--- src/rtl/nbody_step_sequencer_pkg.sv ---
// Shared types and default pipeline latencies for the n-body step sequencer.
package nbody_pkg;

  typedef enum logic [2:0] {
    IDLE        = 3'd0,
    ACCEL       = 3'd1,
    ACCEL_DRAIN = 3'd2,
    POS         = 3'd3,
    POS_DRAIN   = 3'd4,
    DONE        = 3'd5
  } state_t;

  localparam int MULT_TIME    = 11;
  localparam int ADD_TIME     = 20;
  localparam int INVSQRT_TIME = 27;
  localparam int RAM_LAT      = 1;

  // getAccl: RAM read, five multiply stages, two add stages and the inverse sqrt.
  localparam int ACCL_LAT_DEFAULT = RAM_LAT + 5 * MULT_TIME + 2 * ADD_TIME + INVSQRT_TIME;
  localparam int POS_LAT_DEFAULT  = RAM_LAT + ADD_TIME;

endpackage

--- src/rtl/nbody_step_sequencer_if.sv ---
// Control and datapath-facing signal bundle of the step sequencer.
interface nbody_step_sequencer_if #(
  parameter int BODY_ADDR_WIDTH = 9,
  parameter int STEP_WIDTH      = 16
);
  logic                       start;
  logic                       abort;
  logic                       done_ack;
  logic [BODY_ADDR_WIDTH:0]   num_bodies;
  logic [STEP_WIDTH-1:0]      num_steps;
  logic                       busy;
  logic                       done;
  logic [STEP_WIDTH-1:0]      step_count;
  logic                       pair_valid;
  logic [BODY_ADDR_WIDTH-1:0] pair_i;
  logic [BODY_ADDR_WIDTH-1:0] pair_j;
  logic                       pair_self;
  logic                       acc_valid;
  logic                       acc_first;
  logic                       acc_last;
  logic [BODY_ADDR_WIDTH-1:0] acc_body;
  logic                       pos_rd_en;
  logic [BODY_ADDR_WIDTH-1:0] pos_rd_addr;
  logic                       pos_wr_en;
  logic [BODY_ADDR_WIDTH-1:0] pos_wr_addr;

  modport master (
    input  start, abort, done_ack, num_bodies, num_steps,
    output busy, done, step_count, pair_valid, pair_i, pair_j, pair_self,
           acc_valid, acc_first, acc_last, acc_body,
           pos_rd_en, pos_rd_addr, pos_wr_en, pos_wr_addr
  );

  modport slave (
    output start, abort, done_ack, num_bodies, num_steps,
    input  busy, done, step_count, pair_valid, pair_i, pair_j, pair_self,
           acc_valid, acc_first, acc_last, acc_body,
           pos_rd_en, pos_rd_addr, pos_wr_en, pos_wr_addr
  );
endinterface

--- src/rtl/nbody_delay_line.sv ---
// Fixed-depth shift register with synchronous clear, used to re-time tags to pipeline outputs.
module nbody_delay_line #(
  parameter int WIDTH = 1,
  parameter int DEPTH = 1
) (
  input  logic             clk,
  input  logic             rst,
  input  logic             clr,
  input  logic [WIDTH-1:0] din,
  output logic [WIDTH-1:0] dout
);
  logic [WIDTH-1:0] stage_r [DEPTH];

  // Shift one stage per cycle; clear flushes every in-flight tag.
  always_ff @(posedge clk) begin
    if (rst || clr) begin
      for (int k = 0; k < DEPTH; k++) stage_r[k] <= {WIDTH{1'b0}};
    end else begin
      stage_r[0] <= din;
      for (int k = 1; k < DEPTH; k++) stage_r[k] <= stage_r[k-1];
    end
  end

  assign dout = stage_r[DEPTH-1];
endmodule

--- src/rtl/nbody_step_sequencer.sv ---
// Pair-stream / position-sweep sequencer for the n-body step engine.
module nbody_step_sequencer
  import nbody_pkg::*;
#(
  parameter int BODIES          = 512,
  parameter int BODY_ADDR_WIDTH = $clog2(BODIES),
  parameter int ACCL_LATENCY    = ACCL_LAT_DEFAULT,
  parameter int POS_LATENCY     = POS_LAT_DEFAULT,
  parameter int STEP_WIDTH      = 16
) (
  input logic                  clk,
  input logic                  rst,
  nbody_step_sequencer_if.master bus
);
  localparam int AW      = BODY_ADDR_WIDTH;
  localparam int CNT_MAX = (ACCL_LATENCY > POS_LATENCY) ? ACCL_LATENCY : POS_LATENCY;
  localparam int CW      = $clog2(CNT_MAX + 1);

  localparam logic [AW:0]         A_ZERO   = {(AW+1){1'b0}};
  localparam logic [AW:0]         A_ONE    = {{AW{1'b0}}, 1'b1};
  localparam logic [CW-1:0]       C_ZERO   = {CW{1'b0}};
  localparam logic [CW-1:0]       C_ONE    = {{(CW-1){1'b0}}, 1'b1};
  localparam logic [CW-1:0]       ACC_END  = CW'(ACCL_LATENCY - 1);
  localparam logic [CW-1:0]       POS_END  = CW'(POS_LATENCY - 1);
  localparam logic [STEP_WIDTH-1:0] S_ZERO = {STEP_WIDTH{1'b0}};
  localparam logic [STEP_WIDTH-1:0] S_ONE  = {{(STEP_WIDTH-1){1'b0}}, 1'b1};

  state_t                state_r, state_s;
  logic [AW:0]           i_r, i_s, j_r, j_s, n_r, n_s;
  logic [CW-1:0]         cnt_r, cnt_s;
  logic [STEP_WIDTH-1:0] step_r, step_s, s_r, s_s;

  // Counters are one bit wider than a body index so n == BODIES compares cleanly.
  logic [AW:0]           n_m1_s;
  logic [STEP_WIDTH-1:0] step_inc_s;
  logic                  abort_s;
  logic                  pair_valid_s, first_s, last_s;
  logic [AW-1:0]         pair_i_s, pair_j_s;
  logic [AW+2:0]         acc_din_s, acc_dout_s;
  logic [AW:0]           pos_din_s, pos_dout_s;

  assign n_m1_s     = n_r - A_ONE;
  assign step_inc_s = step_r + S_ONE;
  assign abort_s    = bus.abort && (state_r != IDLE);

  // Next-state and counter logic.
  always_comb begin
    state_s = state_r;
    i_s     = i_r;
    j_s     = j_r;
    cnt_s   = cnt_r;
    step_s  = step_r;
    n_s     = n_r;
    s_s     = s_r;
    if (abort_s) begin
      state_s = IDLE;
      i_s     = A_ZERO;
      j_s     = A_ZERO;
      cnt_s   = C_ZERO;
    end else begin
      case (state_r)
        IDLE: begin
          if (bus.start) begin
            n_s    = bus.num_bodies;
            s_s    = bus.num_steps;
            step_s = S_ZERO;
            i_s    = A_ZERO;
            j_s    = A_ZERO;
            cnt_s  = C_ZERO;
            if ((bus.num_bodies == A_ZERO) || (bus.num_steps == S_ZERO)) state_s = DONE;
            else state_s = ACCEL;
          end else begin
            state_s = IDLE;
          end
        end
        ACCEL: begin
          if (j_r == n_m1_s) begin
            j_s = A_ZERO;
            if (i_r == n_m1_s) begin
              i_s     = A_ZERO;
              cnt_s   = C_ZERO;
              state_s = ACCEL_DRAIN;
            end else begin
              i_s = i_r + A_ONE;
            end
          end else begin
            j_s = j_r + A_ONE;
          end
        end
        ACCEL_DRAIN: begin
          if (cnt_r == ACC_END) begin
            cnt_s   = C_ZERO;
            i_s     = A_ZERO;
            state_s = POS;
          end else begin
            cnt_s = cnt_r + C_ONE;
          end
        end
        POS: begin
          if (i_r == n_m1_s) begin
            i_s     = A_ZERO;
            cnt_s   = C_ZERO;
            state_s = POS_DRAIN;
          end else begin
            i_s = i_r + A_ONE;
          end
        end
        POS_DRAIN: begin
          if (cnt_r == POS_END) begin
            cnt_s  = C_ZERO;
            step_s = step_inc_s;
            if (step_inc_s == s_r) state_s = DONE;
            else state_s = ACCEL;
          end else begin
            cnt_s = cnt_r + C_ONE;
          end
        end
        DONE: begin
          if (bus.done_ack) state_s = IDLE;
          else state_s = DONE;
        end
        default: begin
          state_s = IDLE;
        end
      endcase
    end
  end

  // State and counter registers.
  always_ff @(posedge clk) begin
    if (rst) begin
      state_r <= IDLE;
      i_r     <= A_ZERO;
      j_r     <= A_ZERO;
      n_r     <= A_ZERO;
      cnt_r   <= C_ZERO;
      step_r  <= S_ZERO;
      s_r     <= S_ZERO;
    end else begin
      state_r <= state_s;
      i_r     <= i_s;
      j_r     <= j_s;
      n_r     <= n_s;
      cnt_r   <= cnt_s;
      step_r  <= step_s;
      s_r     <= s_s;
    end
  end

  assign pair_valid_s = (state_r == ACCEL);
  assign pair_i_s     = pair_valid_s ? i_r[AW-1:0] : {AW{1'b0}};
  assign pair_j_s     = pair_valid_s ? j_r[AW-1:0] : {AW{1'b0}};
  assign first_s      = pair_valid_s && (j_r == A_ZERO);
  assign last_s       = pair_valid_s && (j_r == n_m1_s);

  assign bus.busy        = (state_r != IDLE) && (state_r != DONE);
  assign bus.done        = (state_r == DONE);
  assign bus.step_count  = step_r;
  assign bus.pair_valid  = pair_valid_s;
  assign bus.pair_i      = pair_i_s;
  assign bus.pair_j      = pair_j_s;
  assign bus.pair_self   = pair_valid_s && (i_r == j_r);
  assign bus.pos_rd_en   = (state_r == POS);
  assign bus.pos_rd_addr = (state_r == POS) ? i_r[AW-1:0] : {AW{1'b0}};

  assign acc_din_s = {pair_valid_s, first_s, last_s, pair_i_s};
  assign pos_din_s = {bus.pos_rd_en, bus.pos_rd_addr};

  nbody_delay_line #(.WIDTH(AW + 3), .DEPTH(ACCL_LATENCY)) u_acc_dly (
    .clk  (clk),
    .rst  (rst),
    .clr  (abort_s),
    .din  (acc_din_s),
    .dout (acc_dout_s)
  );

  nbody_delay_line #(.WIDTH(AW + 1), .DEPTH(POS_LATENCY)) u_pos_dly (
    .clk  (clk),
    .rst  (rst),
    .clr  (abort_s),
    .din  (pos_din_s),
    .dout (pos_dout_s)
  );

  assign {bus.acc_valid, bus.acc_first, bus.acc_last, bus.acc_body} = acc_dout_s;
  assign {bus.pos_wr_en, bus.pos_wr_addr}                           = pos_dout_s;
endmodule

--- src/flat_wrapper.sv ---
// flat-port wrapper written by rule: the top's interface ports become plain ports
module nbody_step_sequencer_flat import nbody_pkg::*;
#(
  parameter int BODIES          = 512,
  parameter int BODY_ADDR_WIDTH = $clog2(BODIES),
  parameter int ACCL_LATENCY    = ACCL_LAT_DEFAULT,
  parameter int POS_LATENCY     = POS_LAT_DEFAULT,
  parameter int STEP_WIDTH      = 16
)
  (clk, rst, bus_start, bus_abort, bus_done_ack, bus_num_bodies, bus_num_steps, bus_busy, bus_done, bus_step_count, bus_pair_valid, bus_pair_i, bus_pair_j, bus_pair_self, bus_acc_valid, bus_acc_first, bus_acc_last, bus_acc_body, bus_pos_rd_en, bus_pos_rd_addr, bus_pos_wr_en, bus_pos_wr_addr);
  nbody_step_sequencer_if #(.BODY_ADDR_WIDTH(BODY_ADDR_WIDTH), .STEP_WIDTH(STEP_WIDTH)) bus_i ();
  input logic clk;
  input logic rst;
  input wire logic [$bits(bus_i.start)-1:0] bus_start;
  input wire logic [$bits(bus_i.abort)-1:0] bus_abort;
  input wire logic [$bits(bus_i.done_ack)-1:0] bus_done_ack;
  input wire logic [$bits(bus_i.num_bodies)-1:0] bus_num_bodies;
  input wire logic [$bits(bus_i.num_steps)-1:0] bus_num_steps;
  output wire logic [$bits(bus_i.busy)-1:0] bus_busy;
  output wire logic [$bits(bus_i.done)-1:0] bus_done;
  output wire logic [$bits(bus_i.step_count)-1:0] bus_step_count;
  output wire logic [$bits(bus_i.pair_valid)-1:0] bus_pair_valid;
  output wire logic [$bits(bus_i.pair_i)-1:0] bus_pair_i;
  output wire logic [$bits(bus_i.pair_j)-1:0] bus_pair_j;
  output wire logic [$bits(bus_i.pair_self)-1:0] bus_pair_self;
  output wire logic [$bits(bus_i.acc_valid)-1:0] bus_acc_valid;
  output wire logic [$bits(bus_i.acc_first)-1:0] bus_acc_first;
  output wire logic [$bits(bus_i.acc_last)-1:0] bus_acc_last;
  output wire logic [$bits(bus_i.acc_body)-1:0] bus_acc_body;
  output wire logic [$bits(bus_i.pos_rd_en)-1:0] bus_pos_rd_en;
  output wire logic [$bits(bus_i.pos_rd_addr)-1:0] bus_pos_rd_addr;
  output wire logic [$bits(bus_i.pos_wr_en)-1:0] bus_pos_wr_en;
  output wire logic [$bits(bus_i.pos_wr_addr)-1:0] bus_pos_wr_addr;
  assign bus_i.start = bus_start;
  assign bus_i.abort = bus_abort;
  assign bus_i.done_ack = bus_done_ack;
  assign bus_i.num_bodies = bus_num_bodies;
  assign bus_i.num_steps = bus_num_steps;
  assign bus_busy = bus_i.busy;
  assign bus_done = bus_i.done;
  assign bus_step_count = bus_i.step_count;
  assign bus_pair_valid = bus_i.pair_valid;
  assign bus_pair_i = bus_i.pair_i;
  assign bus_pair_j = bus_i.pair_j;
  assign bus_pair_self = bus_i.pair_self;
  assign bus_acc_valid = bus_i.acc_valid;
  assign bus_acc_first = bus_i.acc_first;
  assign bus_acc_last = bus_i.acc_last;
  assign bus_acc_body = bus_i.acc_body;
  assign bus_pos_rd_en = bus_i.pos_rd_en;
  assign bus_pos_rd_addr = bus_i.pos_rd_addr;
  assign bus_pos_wr_en = bus_i.pos_wr_en;
  assign bus_pos_wr_addr = bus_i.pos_wr_addr;
  nbody_step_sequencer #(.BODIES(BODIES), .BODY_ADDR_WIDTH(BODY_ADDR_WIDTH), .ACCL_LATENCY(ACCL_LATENCY), .POS_LATENCY(POS_LATENCY), .STEP_WIDTH(STEP_WIDTH)) u_core (.clk(clk), .rst(rst), .bus(bus_i));
endmodule
--- config.mk ---
export PLATFORM = sky130hd
export DESIGN_NAME = nbody_step_sequencer_flat
export DESIGN_NICKNAME = d
export VERILOG_FILES = /design/src/rtl/nbody_step_sequencer_pkg.sv /design/src/rtl/nbody_step_sequencer_if.sv /design/src/rtl/nbody_delay_line.sv /design/src/rtl/nbody_step_sequencer.sv /design/src/flat_wrapper.sv
export SDC_FILE = /design/constraint.sdc
export NUM_CORES = 2
export LEC_CHECK = 0
export BUFFER_PORTS_ARGS = -buffer_cell sky130_fd_sc_hd__buf_2
export CAP_MARGIN = 20
export CELL_PAD_IN_SITES_DETAIL_PLACEMENT = 1
export CELL_PAD_IN_SITES_GLOBAL_PLACEMENT = 1
export CORE_ASPECT_RATIO = 0.5
export CORE_UTILIZATION = 35
export CTS_BUF_LIST = sky130_fd_sc_hd__clkbuf_4
export DETAILED_ROUTE_END_ITERATION = 8
export GPL_TIMING_DRIVEN = 0
export PLACE_DENSITY_LB_ADDON = 0.2
export SKIP_CTS_REPAIR_TIMING = 1
export SLEW_MARGIN = 25
export SYNTH_ARGS = -nofsm -noshare
export SYNTH_HDL_FRONTEND = slang
export SYNTH_SLANG_ARGS = --single-unit
--- constraint.sdc ---
create_clock -name clk -period 4.3 [get_ports clk]
set_clock_uncertainty 0.1 [all_clocks]
set_input_delay 0.215 -clock clk [delete_from_list [all_inputs] [get_ports clk]]
set_output_delay 0.215 -clock clk [all_outputs]
set_load 0.05 [all_outputs]
; Word level (Yosys, flattened, before mapping)
; Memories as Yosys holds them, arrays and structs flattened.
; Cells that the tools add are included.
[classes]
add_sub_neg = 5
eq_ne = 18
n_mux = 176
bitwise_logic = 145
reduce_logical = 23
[op_table]
columns = cell, count
row1 = two-way mux 12 bit, 123
row2 = two-way mux 10 bit, 26
row3 = OR 1 bit, 144
row4 = case mux 10 bit (4 select lines), 1
row5 = two-way mux 7 bit, 5
row6 = case mux 7 bit (5 select lines), 1
row7 = two-way mux 16 bit, 2
row8 = case mux 16 bit (2 select lines), 1
row9 = == test 10 bit, 3
row10 = two-way mux 3 bit, 9
row11 = two-way mux 9 bit, 3
row12 = adder 10 x 1 -> 10 bit (second input constant), 2
row13 = logical NOT 10 bit, 2
row14 = case mux 10 bit (2 select lines), 1
row15 = case mux 3 bit (6 select lines), 1
row16 = adder 16 x 1 -> 16 bit (second input constant), 1
row17 = == test 16 bit, 1
row18 = logical NOT 16 bit, 1
row19 = subtractor 10 x 1 -> 10 bit (second input constant), 1
row20 = AND reduction 4 bit, 2
row21 = adder 7 x 1 -> 7 bit (second input constant), 1
row22 = == test 7 x 5 -> 1 bit (second input constant), 1
row23 = == test 7 bit (second input constant), 1
row24 = == test 3 x 2 -> 1 bit (second input constant), 2
row25 = other kinds (18), 32
[totals]
ff_bits = 72
ramBits = 1686
in_bits = 31
out_inout_bits = 70
word_cells = 376
mem_count = 2
[mem_list]
columns = memory, depth, width, rd, rd_ports_with_merged_regs, wr, line
row1 = u_core.u_acc_dly.stage_r, 123, 12, 123, 0, 123, nbody_delay_line.sv:12  ; logic [WIDTH-1:0] stage_r [DEPTH];
row2 = u_core.u_pos_dly.stage_r, 21, 10, 21, 0, 21, nbody_delay_line.sv:12

; Logic depth before layout (Yosys ltp)
[depth]
word_depth = 6
depth_mapped = 12
ltp_nobuf = 9

; By module
; Synthesis repeated with hierarchy kept, for this count alone.
[hier_totals]
hier_cells = 4433
area_unflattened_um2 = 54986.5
[modules_own_cells]
columns = module, instances, cells_per_inst, area_per_inst_um2, seq_area_each_um2
row1 = nbody_delay_line (u_core.u_acc_dly), 1, 3292, 43713.2, 29548.3
row2 = nbody_delay_line (u_core.u_pos_dly), 1, 476, 6361.1, 4204.0
row3 = nbody_step_sequencer, 1, 665, 4912.2, 1441.4

; Least setup slack after synthesis
; No wires, ideal clock.
[synth_timing]
path_kind = reg-to-reg
start = register u_core.n_r[0]
end = register u_core.i_r[6]
setup_time_ns = 0.071
t_arrival_ns = 2.903
required_time_ns = 4.129
path_slack_ns = 1.227
path_stages_with_launch = 13
period_less_slack_ns = 3.073
path_cell_list = dfxtp_1 -> buf_2 -> inv_1 -> ha_1 -> buf_2 -> or4b_4 -> or4_4 -> nand3b_1 -> o211a_2 -> a31oi_4 -> buf_6 -> or4_1 -> a21oi_1
[synth_via]
elab_chain_len = 5
word_cells_on_any_way = 8
[synth_rtl]
columns = item, line
row1 = start: declaration, nbody_step_sequencer.sv:29  ; logic [AW:0] i_r, i_s, j_r, j_s, n_r, n_s;
row2 = start signal: assignment, nbody_step_sequencer.sv:143  ; n_r <= n_s;
row3 = subtractor 10 x 1 -> 10 bit (*), nbody_step_sequencer.sv:42  ; assign n_m1_s = n_r - A_ONE;
row4 = == test 10 bit, "nbody_step_sequencer.sv:79, nbody_step_sequencer.sv:100"
row5 = two-way mux 10 bit, "nbody_step_sequencer.sv:79, nbody_step_sequencer.sv:100"
row6 = two-way mux 10 bit, nbody_step_sequencer.sv:77  ; if (j_r == n_m1_s) begin
row7 = case mux 10 bit (4 select lines), nbody_step_sequencer.sv:61  ; case (state_r)
row8 = end signal: assignment, nbody_step_sequencer.sv:141  ; i_r <= i_s;
row9 = end: declaration, nbody_step_sequencer.sv:29
; Every way passes the cells marked *; elsewhere a longest branch is shown, timed or not. The select of a mux whose other input is x is not followed.
; A chain may end at the register's enable or synchronous reset.

; Worst setup path in the final report
[layout_timing]
start = register u_core.state_r[0]
end = output port bus_pair_self
[layout_via]
elab_chain_len = 2
[layout_rtl]
columns = item, line
row1 = start: declaration, nbody_step_sequencer.sv:28  ; state_t state_r, state_s;
row2 = start signal: assignment, nbody_step_sequencer.sv:140  ; state_r <= state_s;
row3 = == test 3 x 1 -> 1 bit, nbody_step_sequencer.sv:150  ; assign pair_valid_s = (state_r == ACCEL);
row4 = logical AND 1 bit, nbody_step_sequencer.sv:162  ; assign bus.pair_self = pair_valid_s && (i_r == j_r);
row5 = end: declaration, flat_wrapper.sv:25  ; output wire logic [$bits(bus_i.pair_self)-1:0] bus_pair_self;
; Every way passes these cells.

==> results.tsv <==
metric	value	unit
nNetsFinal	4910	
rsz0062_at_grt	no	
fin_crit	3890	ps
finalHoldViolCount	0	
clkSinkCount	1758	
slowest_stage	dfxtp_2	
clockRootBuffer	clkbuf_4	
numCtsBuffers	401	
die_w	537	um
p_total	29.9	mW
synth_top_area_cell	dfxtp_1	
yosys_warnings	0	
syn_to_final_growth	17.8	%
antenna_found_initial	4	
overflow	0	
grt_max_degree	17	
clkTransAtPathRegs	70	ps
initial_core_util	35.5	%
outcome	finished clean	
max_stage_delay	440	ps
synth_top_family_by_area	simple AND/OR/NAND/NOR gates	
regToRegStartpoint	u_core.n_r[0]	
dp.cells	6237	
clockPowerShare	42.4	%
synth-simple-area-share	24.2	%
wirelength	88800	um
slew_headroom	35.5	%
power.internal	23.2	mW
nFillCells	15325	
io_pins	101	
drc	0	
drtAntennaViolNets	0	
min_from	bus_abort	
crit_arrival	3580	ps
avgSynthCellArea	11.8	um2
vias_per_cell	4.10	
wl_per_cell	12.6	um
clkLatencyLatePin	1200	ps
port_buffers	99	
stdcell_count	7037	
critPathCaptureType	output port	
synth-seq-cells	1758	
ir_drop	184	uV
drive_above_1_share	15.3	%
synth_compound_area_share	2.15	%
period_share	90.5	%
h-tree-depth	5	
switching_share	22.4	%
synth_fa_ha_area_share	0.199	%
slew_violations	0	
netlist-cell-type-count	64	
ys_top_cells_by_area	dfxtp_1, and2_1, clkbuf_1	
worst-path-buf-inv	5	
crit_top_cell	inv_1	
syn_inst	4257	
cts_max_path_buffers	4	
grt_usage	12.4	%
place.gp.congestion	0.753	
fp.coreArea	141000	um2
cts_tree	built	
drv_cap	0	
criticalPathCategory	register to output port	
p_seq_share	54.7	%
setup_viol_count_final	0	
grt_pass1_vias	30785	
grt_pass1_wl	148000	um
synthDominantCellAreaShare	70.1	%
synth_xor_area_share	0.890	%
die-area	145000	um2
fin_util	41.9	%
power.leakage	24.8	nW
power.switching	6.68	mW
place_hpwl	55800	um
async_flop_share	0	%
cp_cell_sequence	inv_1, or3_1, clkbuf_1, inv_1, clkbuf_2, nand4_1, nor3_1, buf_2	
start_kind	register	
synthMuxAreaShare	0.102	%
worstSetupStartpoint	u_core.state_r[0]	
synth_nets	4296	
path_max_fanout	11	
synth-edff-count	0	
crit_family	buffers and inverters	
hp-class	input pin to register	
dr.pass1.iters	4	
worstPathRequired	3980	ps
vias	28832	
fmax	0.257	GHz
seq_area_frac_synth	70.1	%
rows	97	
drtIter0Drc	733	
max_slew.worst_pin.slew	968	ps
syn_area	50200	um2
finalSetupTns	0	ps
combPwrFrac	2.9	%
synth_flop_cell	dfxtp_1	
die_h	270	um
p_per_area	505	nW/um2
holdWs	88.4	ps
[layout make-up]
type,count,area (um2),area share [%]
diodes,5,12.5,0.0212
inverters,18,67.6,0.114
clock inverters,58,256,0.434
well taps,1881,2350,3.98
repair buffers,212,1630,2.75
plain buffers,265,1110,1.87
multi-input cells,2215,13800,23.4
clock buffers,625,4690,7.93
flip-flops and latches,1758,35200,59.5
[cells in the mapped netlist (18+ instances only)]
master / instances
a21oi_1: 76
and2_1: 1686
and3_1: 38
buf_4: 20
clkbuf_1: 237
dfxtp_1: 1758
inv_1: 18
nand2_1: 86
nand3_1: 24
nor2_1: 45
o21ai_0: 30
xnor2_1: 36
[stage by stage]
stage	area, um2	worst slack (ps)
finish	59100	407
global route	59100	38.1
floorplan	50200	1230
global placement	53000	-95.2
detailed placement	53000	215
CTS	58000	-399
[power groups by stage]
stage               registers, mW  logic [mW]  clock network, mW
floorplan                    16.7       0.517                  0
global placement             16.7       0.778                  0
detailed placement           16.7       0.807                  0
CTS                          16.3       0.809               13.3
global route                 16.3       0.998               14.2
finish                       16.3       0.881               12.7
[flip-flops by register name (all words and copies together) (netlist names)]
| register | flops |
|---|---|
| u_core.n_r | 10 |
| u_core.bus.step_count | 16 |
| u_core.u_pos_dly.stage_r | 210 |
| u_core.u_acc_dly.stage_r | 1476 |
| u_core.s_r | 16 |
| u_core.j_r | 10 |
| u_core.i_r | 10 |
| u_core.cnt_r | 7 |
| u_core.state_r | 3 |
[cell families after synthesis]
logic type,count (synthesis)
buffers and inverters,284
xor gates and xnor gates,51
adders and majority gates,8
and+or+nand+nor,1984
muxes,5
AOI/OAI and AO/OA,167
DFF,1758
[final timing paths]
path	to	slack (ps)	cells past startpoint
max	bus_pair_self	410	8
min	u_core.bus.step_count[9]	90	6
min reg2reg	u_core.u_acc_dly.stage_r[0][1413]	260	1
max reg2reg	u_core.state_r[0]	450	12
[placed cells by master (no fill, tap or decap), types with 15 or more instances in the layout]
cell           count
o21ai_0           30
dlygate4sd3_1    113
inv_1             18
buf_2            102
xnor2_1           36
and2_1          1686
and3_1            38
nor2_1            45
a21oi_1           75
nor3_1            15
clkbuf_4         625
nand2_1           86
dfxtp_1         1757
clkinv_1          45
buf_4             20
xor2_1            15
clkbuf_1         232
nand3_1           24
[worst min-delay path, delay by kind of cell]
kind            cells  cell delay [ps]
compound gates      3              380
simple gates        1               60
buf+inv             2              690
[per-layer routing]
metal	global-route usage, %	wire [um]	up-vias	part of all wire, %
met5	0	0	-	0
met4	5.73	2130	0	2.4
met3	3.65	3990	199	4.5
met2	21.0	42900	460	48
met1	14.5	39700	13562	45
li1	-	-	14611	-
(Power assumes the default switching activity.)
